<file path="config.mk">
export PLATFORM = sky130hd
export DESIGN_NAME = keeper_pos_tx_flat
export DESIGN_NICKNAME = d
export VERILOG_FILES = /design/src/rtl/game_pkg.sv /design/src/rtl/keeper_pos_tx_if.sv /design/src/rtl/keeper_pos_tx_refresh_tick_gen.sv /design/src/rtl/keeper_pos_tx.sv /design/src/flat_wrapper.sv
export SDC_FILE = /design/constraint.sdc
export NUM_CORES = 1
export LEC_CHECK = 0
export CAP_MARGIN = 20
export CORE_ASPECT_RATIO = 0.5
export CORE_UTILIZATION = 50
export CTS_BUF_LIST = sky130_fd_sc_hd__clkbuf_4 sky130_fd_sc_hd__clkbuf_8
export DETAILED_ROUTE_END_ITERATION = 12
export GPL_TIMING_DRIVEN = 0
export PLACE_DENSITY_LB_ADDON = 0.08
export SLEW_MARGIN = 15
export SYNTH_ARGS = -nofsm -noshare
export SYNTH_HDL_FRONTEND = slang
export SYNTH_SLANG_ARGS = --single-unit
</file>
<file path="constraint.sdc">
create_clock -name clk -period 2.1 [get_ports clk]
set_clock_uncertainty 0.2 [all_clocks]
set_input_delay 0.42 -clock clk [delete_from_list [all_inputs] [get_ports clk]]
set_output_delay 0.42 -clock clk [all_outputs]
set_load 0.1 [all_outputs]
</file>
<file path="src/rtl/game_pkg.sv">
// Shared keeper-side definitions: position-TX state encoding, tag base and the
// default byte/tag widths also used by the receiver-side decoder.
package game_pkg;

  localparam int POS_DATA_W          = 8;
  localparam int POS_TAG_W           = 3;
  localparam int KEEPER_POS_TAG_BASE = 1;

  typedef enum logic [1:0] {
    IDLE = 2'd0,
    SNAP = 2'd1,
    SEND = 2'd2,
    HOLD = 2'd3
  } pos_tx_state_t;

  function automatic int ceil_div(input int a, input int b);
    return (a + b - 1) / b;
  endfunction

endpackage

</file>
<file path="src/rtl/keeper_pos_tx_if.sv">
// Position packetiser bus: control/position inputs and the UART FIFO write side.
// master = packetiser, slave = surrounding logic / FIFO.
interface keeper_pos_tx_if import game_pkg::*; #(
  parameter int DATA_W = POS_DATA_W,
  parameter int POS_W  = 10,
  parameter int N_CH   = 2
);
  logic                     enable;
  logic [N_CH*POS_W-1:0]    pos;
  logic                     tx_full;
  logic                     wr_uart;
  logic [DATA_W-1:0]        w_data;
  logic                     busy;
  logic                     frame_done;

  modport master (
    input  enable, pos, tx_full,
    output wr_uart, w_data, busy, frame_done
  );

  modport slave (
    output enable, pos, tx_full,
    input  wr_uart, w_data, busy, frame_done
  );
endinterface

</file>
<file path="src/rtl/keeper_pos_tx_refresh_tick_gen.sv">
// Wrap counter 0..CYCLES-1 with synchronous restart; tick is high for the one
// cycle the counter sits at its final value.
module refresh_tick_gen #(
  parameter int CYCLES = 1_000_000
) (
  input  logic clk,
  input  logic rst,
  input  logic restart,
  output logic tick
);
  localparam int CNT_W = (CYCLES > 1) ? $clog2(CYCLES) : 1;
  localparam logic [CNT_W-1:0] LAST = CNT_W'(CYCLES - 1);

  logic [CNT_W-1:0] cnt_reg;

  always_ff @(posedge clk or posedge rst) begin
    if (rst) begin
      cnt_reg <= '0;
    end else if (restart || cnt_reg == LAST) begin
      cnt_reg <= '0;
    end else begin
      cnt_reg <= cnt_reg + 1'b1;
    end
  end

  assign tick = (cnt_reg == LAST) && !restart;
endmodule

</file>
<file path="src/rtl/keeper_pos_tx.sv">
// Send-on-change position packetiser: N_CH channels -> tagged UART bytes.
// Optional periodic resend enabled by defining KEEPER_POS_TX_REFRESH_EN.
module keeper_pos_tx import game_pkg::*; #(
  parameter int DATA_W         = POS_DATA_W,
  parameter int TAG_W          = POS_TAG_W,
  parameter int POS_W          = 10,
  parameter int N_CH           = 2,
  parameter int REFRESH_CYCLES = 1_000_000
) (
  input  logic             clk,
  input  logic             rst,
  keeper_pos_tx_if.master  bus
);
  localparam int CHUNK_W = DATA_W - TAG_W;
  localparam int CHUNKS  = ceil_div(POS_W, CHUNK_W);
  localparam int N_BYTES = N_CH * CHUNKS;
  localparam int PAD_W   = CHUNKS * CHUNK_W;
  localparam int N_SLOTS = 2 ** TAG_W;

  if (N_BYTES > N_SLOTS - 1) begin : g_tag_overflow
    $error("keeper_pos_tx: N_CH*CHUNKS exceeds the tag space");
  end
  if (REFRESH_CYCLES < 1) begin : g_bad_refresh
    $error("keeper_pos_tx: REFRESH_CYCLES must be at least 1");
  end

  pos_tx_state_t            state_reg;
  logic [N_CH*POS_W-1:0]    snap_reg;
  logic [N_CH*POS_W-1:0]    last_sent_reg;
  logic [TAG_W-1:0]         cnt_reg;
  logic                     wr_uart_reg;
  logic [DATA_W-1:0]        w_data_reg;
  logic                     frame_done_reg;
  logic                     refresh_go;

  // Every channel zero-padded to a whole number of chunks, laid out in send order.
  logic [N_BYTES*CHUNK_W-1:0] pad_all;
  logic [CHUNK_W-1:0]         chunk_arr [N_SLOTS];

  for (genvar gi = 0; gi < N_CH; gi++) begin : g_pad
    assign pad_all[gi*PAD_W +: PAD_W] = PAD_W'(snap_reg[gi*POS_W +: POS_W]);
  end

  // Table sized to the full tag space so the byte counter indexes it directly.
  for (genvar gi = 0; gi < N_SLOTS; gi++) begin : g_chunk
    if (gi < N_BYTES) begin : g_used
      assign chunk_arr[gi] = pad_all[gi*CHUNK_W +: CHUNK_W];
    end else begin : g_unused
      assign chunk_arr[gi] = '0;
    end
  end

  logic [TAG_W-1:0]  cur_tag;
  logic [DATA_W-1:0] cur_byte;
  assign cur_tag  = TAG_W'(KEEPER_POS_TAG_BASE) + cnt_reg;
  assign cur_byte = {chunk_arr[cnt_reg], cur_tag};

`ifdef KEEPER_POS_TX_REFRESH_EN
  logic refresh_tick;
  logic refresh_pend_reg;

  refresh_tick_gen #(
    .CYCLES (REFRESH_CYCLES)
  ) u_refresh (
    .clk     (clk),
    .rst     (rst),
    .restart (state_reg == SNAP),
    .tick    (refresh_tick)
  );

  // A tick seen mid-frame is remembered until the FSM is back in IDLE.
  always_ff @(posedge clk or posedge rst) begin
    if (rst) begin
      refresh_pend_reg <= 1'b0;
    end else if (state_reg == SNAP) begin
      refresh_pend_reg <= 1'b0;
    end else if (refresh_tick) begin
      refresh_pend_reg <= 1'b1;
    end
  end

  assign refresh_go = refresh_tick | refresh_pend_reg;
`else
  assign refresh_go = 1'b0;
`endif

  always_ff @(posedge clk or posedge rst) begin
    if (rst) begin
      state_reg      <= IDLE;
      snap_reg       <= '0;
      last_sent_reg  <= '0;
      cnt_reg        <= '0;
      wr_uart_reg    <= 1'b0;
      w_data_reg     <= '0;
      frame_done_reg <= 1'b0;
    end else begin
      wr_uart_reg    <= 1'b0;
      frame_done_reg <= 1'b0;
      case (state_reg)
        IDLE: begin
          if (bus.enable && ((bus.pos != last_sent_reg) || refresh_go)) begin
            state_reg <= SNAP;
          end
        end
        SNAP: begin
          snap_reg  <= bus.pos;
          cnt_reg   <= '0;
          state_reg <= SEND;
        end
        SEND: begin
          // Losing enable abandons the frame; last_sent is untouched so it resends whole.
          if (!bus.enable) begin
            state_reg <= IDLE;
          end else if (!bus.tx_full) begin
            wr_uart_reg <= 1'b1;
            w_data_reg  <= cur_byte;
            cnt_reg     <= cnt_reg + 1'b1;
            state_reg   <= HOLD;
          end
        end
        HOLD: begin
          if (cnt_reg == TAG_W'(N_BYTES)) begin
            last_sent_reg  <= snap_reg;
            frame_done_reg <= 1'b1;
            state_reg      <= IDLE;
          end else begin
            state_reg <= SEND;
          end
        end
        default: state_reg <= IDLE;
      endcase
    end
  end

  assign bus.wr_uart    = wr_uart_reg;
  assign bus.w_data     = w_data_reg;
  assign bus.frame_done = frame_done_reg;
  assign bus.busy       = (state_reg != IDLE);
endmodule
</file>
<file path="src/flat_wrapper.sv">
// flat-port wrapper written by rule: the top's interface ports become plain ports
module keeper_pos_tx_flat import game_pkg::*;
#(
  parameter int DATA_W         = POS_DATA_W,
  parameter int TAG_W          = POS_TAG_W,
  parameter int POS_W          = 10,
  parameter int N_CH           = 2,
  parameter int REFRESH_CYCLES = 1_000_000
)
  (clk, rst, bus_enable, bus_pos, bus_tx_full, bus_wr_uart, bus_w_data, bus_busy, bus_frame_done);
  keeper_pos_tx_if #(.DATA_W(DATA_W), .POS_W(POS_W), .N_CH(N_CH)) bus_i ();
  input  logic clk;
  input  logic rst;
  input wire logic [$bits(bus_i.enable)-1:0] bus_enable;
  input wire logic [$bits(bus_i.pos)-1:0] bus_pos;
  input wire logic [$bits(bus_i.tx_full)-1:0] bus_tx_full;
  output wire logic [$bits(bus_i.wr_uart)-1:0] bus_wr_uart;
  output wire logic [$bits(bus_i.w_data)-1:0] bus_w_data;
  output wire logic [$bits(bus_i.busy)-1:0] bus_busy;
  output wire logic [$bits(bus_i.frame_done)-1:0] bus_frame_done;
  assign bus_i.enable = bus_enable;
  assign bus_i.pos = bus_pos;
  assign bus_i.tx_full = bus_tx_full;
  assign bus_wr_uart = bus_i.wr_uart;
  assign bus_w_data = bus_i.w_data;
  assign bus_busy = bus_i.busy;
  assign bus_frame_done = bus_i.frame_done;
  keeper_pos_tx #(.DATA_W(DATA_W), .TAG_W(TAG_W), .POS_W(POS_W), .N_CH(N_CH), .REFRESH_CYCLES(REFRESH_CYCLES)) u_core (.clk(clk), .rst(rst), .bus(bus_i));
endmodule
</file>
==> impl_metrics.json, run 1 <==
{
  "critPathRequiredTime_ns": 1.48,
  "status": "finished clean",
  "fin_nets": 288,
  "p_leak_uw": 0.00139,
  "ys_seq_area_share_pct": 54.8,
  "post-route-drc-count": 0,
  "critPathMaxFanout": 10,
  "cts_resized": 33,
  "yosysTopAreaCellShare_pct": 54.8,
  "synth-seq-cells": 55,
  "synth_area_leaders": "dfrtp_1, nand2_1, mux2_2",
  "power_density_nw_per_um2": 1110,
  "ys_types": 28,
  "numCtsBuffers": 5,
  "start_kind": "flop",
  "worstSkewPairLatency_ns": 0.31,
  "start_util_pct": 54.4,
  "async_flop_share_pct": 100,
  "fin_util_pct": 65.9,
  "fin_crit_sh_pct": 96.6,
  "tritoncts": "done",
  "die_area_um2": 5330,
  "crit_family": "buffers and inverters",
  "clockRootBuffer": "clkbuf_8",
  "antenna_found_initial": 0,
  "ys.flop_type": "dfrtp_1",
  "worst_pin_slew_ns": 0.588,
  "drv_slew": 0,
  "period_minus_slack_ns": 2.03,
  "fillCellCount": 383,
  "fp.coreArea_um2": 4620,
  "syn_inst": 220,
  "crit_buf_inv": 2,
  "num_vias": 1696,
  "min_path_type": "in2async",
  "ios": 35,
  "drt_iter0_drc": 62,
  "gp_congestion": 0.831,
  "dp_hpwl_um": 3830,
  "dr.pass1.iters": 4,
  "finalSetupViolations": 0,
  "postRouteAntennaNets": 0,
  "clkTransAtPathRegs_ns": 0.10,
  "cts_setup_buffers": 0,
  "cts.path.max_buffers": 2,
  "rsz0062_at_grt": "no",
  "synth.largest_area_cell": "dfrtp_1",
  "drt_wl_total_um": 5180,
  "hold_viol_final": 0,
  "grt_pass1_vias": 1658,
  "cts_hold_buf": 0,
  "max-cap-violations": 0,
  "syn_nets": 246,
  "track_usage_pct": 22.5,
  "cp_cell_sequence": "buf_2, or2_2, buf_4",
  "crit_type": "reg2out",
  "antenna_cells": 0,
  "fmaxAchievable_mhz": 493,
  "netlist_top_cells_count": "nand2_1, dfrtp_1, mux2_2",
  "avgSynthCellArea_um2": 11.4,
  "arrival_ns": 1.41,
  "drive_above_1_share_pct": 23.6,
  "vdd_drop_max_v": 0.000610,
  "end_kind": "output port",
  "stdcell_count": 329,
  "syn_area_um2": 2510,
  "cts_max_level": 2,
  "grt_max_degree": 33,
  "rows": 17,
  "grt_pass1_wl_um": 8530,
  "cp_slowest_cell": "dfrtp_1",
  "synth.most_common_cell": "nand2_1",
  "max_stage_delay_ns": 0.40,
  "port_buffers": 34,
  "relSlewSlack_pct": 60.8,
  "ys_warn_count": 0,
  "synth_enable_flop_cells": 0,
  "dpl.cell_count": 321,
  "via_per_inst": 5.16,
  "die_height_um": 52.1,
  "gr-total-overflow": 0,
  "die_w_um": 102,
  "syn2layout_area_growth_pct": 21.1,
  "post_drt_wl_per_cell_um": 15.7,
  "cts_num_sinks": 55
}
[where the power goes]
group	switching, uW	leakage [uW]	internal (uW)
Combinational	815	0.000634	479
Clock	346	0.0000446	247
Sequential	185	0.000707	1310
[placed cells by master, fill, tap and decap left out, types with 2 or more instances in the layout]
master and instances:
nor2_1 3, ha_1 2, mux2_2 22, buf_2 3, nand4_1 5, a22o_1 7, o21ai_0 3, clkbuf_2 2
clkbuf_8 5, buf_6 3, a21oi_1 2, clkbuf_1 2, buf_4 4, inv_1 4, mux4_2 5, nand2_1 66
dfrtp_1 55, inv_2 2, clkdlybuf4s15_2 8, clkdlybuf4s50_1 23, xnor2_1 20, nand3_1 3
[cell type report]
cell class	instances	area [um2]	share of cell area (%)
Clock buffer	6	76.3	2.51
Multi-Input combinational cell	148	1030	34.0
Buffer	11	78.8	2.59
Tap cell	66	82.6	2.71
Sequential cell	55	1380	45.2
Inverter	6	22.5	0.740
Clock inverter	2	12.5	0.411
Timing Repair Buffer	35	358	11.8
[worst reg2reg max path: cells and delay by family (launching register included)]
kind,cells,cell delay (ns)
adders and majority gates,1,0.19
and+or+nand+nor,3,0.39
DFF,1,0.38
buffers and inverters,3,0.71
[through the flow]
step	setup WS, ns	instance area [um2]	hold WS [ns]	TNS [ns]	total power, uW
floorplan	0.137	2510	0.250	0	2460
global placement	-0.813	2940	0.265	-44.89	2800
detailed placement	-0.345	2960	0.271	-0.345	2830
CTS	0.00643	3050	0.277	0	3390
global route	0.0143	3040	0.308	0	3540
finish	0.0704	3040	0.265	0	3380
[logic make-up after synthesis]
kind of cell    synth area share (%)
simple gates                    14.3
buf+inv                         4.03
compound gates                  4.18
xor+xnor                        7.32
flops                           54.8
mux                             14.3
fa+ha+maj                      0.996
[layer usage]
metal | GRT usage, % | vias up | wire length [um]
met5 | 0 | - | 0
met4 | 5.71 | 0 | 43
met3 | 5.38 | 5 | 302
met2 | 33.6 | 47 | 2210
met1 | 33.0 | 833 | 2630
li1 | - | 811 | -
[path summary, 6_finish.rpt]
path                                                   from                                    to  slack [ns]  depth (start not counted)
setup / recovery            u_core.state_reg[1]$_DFFE_PP0P_                              bus_busy        0.07                          3
setup reg to reg              u_core.cnt_reg[0]$_DFFE_PP0P_  u_core.last_sent_reg[10]$_DFFE_PP0P_        0.17                          7
max in group asynchronous                               rst         u_core.pad_all[1]$_DFFE_PP0P_        0.89                          3
hold reg to reg            u_core.bus.w_data[2]$_DFFE_PP0P_      u_core.bus.w_data[2]$_DFFE_PP0P_        0.28                          2
min in group clk           u_core.bus.w_data[2]$_DFFE_PP0P_      u_core.bus.w_data[2]$_DFFE_PP0P_        0.28                          2
hold / removal                                          rst      u_core.bus.w_data[6]$_DFFE_PP0P_        0.26                          2
Note: power is estimated with default switching activity, not from simulation.
==> run 2: changes to the inputs <==
CTS_CLUSTER_SIZE = 10   (was default)
==> results of run 2 <==
No change in the layout: final DEF, timing and power equal those of run 1.
==> run 3: changes to the inputs <==
CAP_MARGIN = 15   (was 20)
==> run 3 against run 2 <==
  * Maximum frequency unchanged
  * Power stayed put
  * Hold slack is the same
  * Wire length unchanged
  * First-iteration DRC count stayed put
  * Non-clock buffer count did not move
  * Highest routed layer unchanged
==> impl_metrics.json, run 3 (same netlist as run 1, synthesis figures left out) <==
{
  "status": "finished clean",
  "track_usage_pct": 22.5,
  "gp_congestion": 0.831,
  "postPlaceCellArea_um2": 2960,
  "intPower_uw": 2030,
  "start_kind": "flop",
  "start_util_pct": 54.4,
  "grt_max_degree": 33,
  "grt_pass1_wl_um": 8530,
  "min_path_type": "in2async",
  "arrival_ns": 1.41,
  "crit_buf_inv": 2,
  "post-route-drc-count": 0,
  "final_cell_mix": "nand2_1, dfrtp_1, clkdlybuf4s50_1",
  "fp.coreArea_um2": 4620,
  "grt_pass1_vias": 1658,
  "final_common_cell": "nand2_1",
  "hold_viol_final": 0,
  "post_drt_wl_per_cell_um": 15.7,
  "max_stage_delay_ns": 0.40,
  "num_vias": 1696,
  "cts_max_level": 2,
  "power_density_nw_per_um2": 1110,
  "ios": 35,
  "rows": 17,
  "dr.pass1.iters": 4,
  "cts_hold_buf": 0,
  "port_buffers": 34,
  "drive_above_1_share_pct": 23.6,
  "dp_hpwl_um": 3830,
  "die_area_um2": 5330,
  "worst_pin_slew_ns": 0.588,
  "clockRootBuffer": "clkbuf_8",
  "antenna_found_initial": 0,
  "critPathRequiredTime_ns": 1.48,
  "clkPwrFrac_pct": 17.5,
  "fin_nets": 288,
  "die_w_um": 102,
  "cts_setup_buffers": 0,
  "p_sw_share_pct": 39.9,
  "numCtsBuffers": 5,
  "rsz0062_at_grt": "no",
  "cp_cell_sequence": "buf_2, or2_2, buf_4",
  "cts.path.max_buffers": 2,
  "critPathMaxFanout": 10,
  "p_sw_uw": 1350,
  "fin_crit_sh_pct": 96.6,
  "antenna_cells": 0,
  "crit_type": "reg2out",
  "worstSkewPairLatency_ns": 0.31,
  "max-cap-violations": 0,
  "cts_num_sinks": 55,
  "fin_util_pct": 65.9,
  "relSlewSlack_pct": 60.8,
  "vdd_drop_max_v": 0.000610,
  "finalSetupViolations": 0,
  "fillCellCount": 383,
  "end_kind": "output port",
  "die_height_um": 52.1,
  "period_minus_slack_ns": 2.03,
  "drv_slew": 0,
  "cp_slowest_cell": "dfrtp_1",
  "gr-total-overflow": 0,
  "crit_family": "buffers and inverters",
  "p_comb_share_pct": 38.3,
  "drt_wl_total_um": 5180,
  "clkTransAtPathRegs_ns": 0.10,
  "via_per_inst": 5.16,
  "seqPwrFrac_pct": 44.1,
  "p_leak_uw": 0.00139,
  "fmaxAchievable_mhz": 493,
  "syn2layout_area_growth_pct": 21.1,
  "fin_area_um2": 3040,
  "tritoncts": "done",
  "postRouteAntennaNets": 0,
  "hold_slack_ns": 0.265,
  "drt_iter0_drc": 62
}
## run 3: cell counts in the layout (fill, tap and decap cells not counted)
No cell type changed its count.
## run 3: worst reg2reg max path, stage by stage, from the launching register on
cell,delay (ns)
dfrtp_1,0.38
buf_6,0.15
inv_1,0.07
ha_1,0.19
nand4_1,0.17
clkbuf_1,0.49
nand2_1,0.12
nand2_1,0.10
## run 3: worst paths after layout
kind,startpoint,to,slack [ns],depth (start not counted)
max in group asynchronous,rst,u_core.pad_all[1]$_DFFE_PP0P_,0.89,3
worst max-delay path,u_core.state_reg[1]$_DFFE_PP0P_,bus_busy,0.07,3
worst max register to register,u_core.cnt_reg[0]$_DFFE_PP0P_,u_core.last_sent_reg[10]$_DFFE_PP0P_,0.17,7
min in group clk,u_core.bus.w_data[2]$_DFFE_PP0P_,u_core.bus.w_data[2]$_DFFE_PP0P_,0.28,2
worst min-delay path,rst,u_core.bus.w_data[6]$_DFFE_PP0P_,0.26,2
worst min register to register,u_core.bus.w_data[2]$_DFFE_PP0P_,u_core.bus.w_data[2]$_DFFE_PP0P_,0.28,2
## run 3: power groups by stage
stage	clock [uW]	sequential, uW	combinational [uW]
finish	593	1490	1290
global route	647	1520	1370
CTS	599	1490	1300
detailed placement	0	1510	1320
global placement	0	1490	1300
floorplan	0	1940	517
## run 3: stage by stage
| step | std cells | total power, uW | worst slack [ns] | setup TNS, ns |
|---|---|---|---|---|
| after global placement | 320 | 2800 | -0.813 | -44.89 |
| after floorplan | 220 | 2460 | 0.137 | 0 |
| after detailed placement | 321 | 2830 | -0.345 | -0.345 |
| after CTS | 329 | 3390 | 0.00643 | 0 |
| after global routing | 329 | 3540 | 0.0143 | 0 |
| final | 329 | 3380 | 0.0704 | 0 |
## run 3: routing by layer
layer	global-route usage, %	up-vias	wire, um	share of wire [%]
li1	-	811	-	-
met1	33.0	833	2630	51
met2	33.6	47	2210	43
met3	5.38	5	302	5.8
met4	5.71	0	43	0.83
met5	0	-	0	0
## run 3: cell type report
type	count	area, um2	area share (%)
well taps	66	82.6	2.71
clock buffers	6	76.3	2.51
multi-input cells	148	1030	34.0
repair buffers	35	358	11.8
flip-flops and latches	55	1380	45.2
inverters	6	22.5	0.740
clock inverters	2	12.5	0.411
plain buffers	11	78.8	2.59
## run 3: what timing repair did
| item | CTS | global route |
|---|---|---|
| resized for setup | 33 | 4 |
| endpoints found under the setup margin | 11 | 3 |
| endpoints found under the hold margin | 0 | 0 |
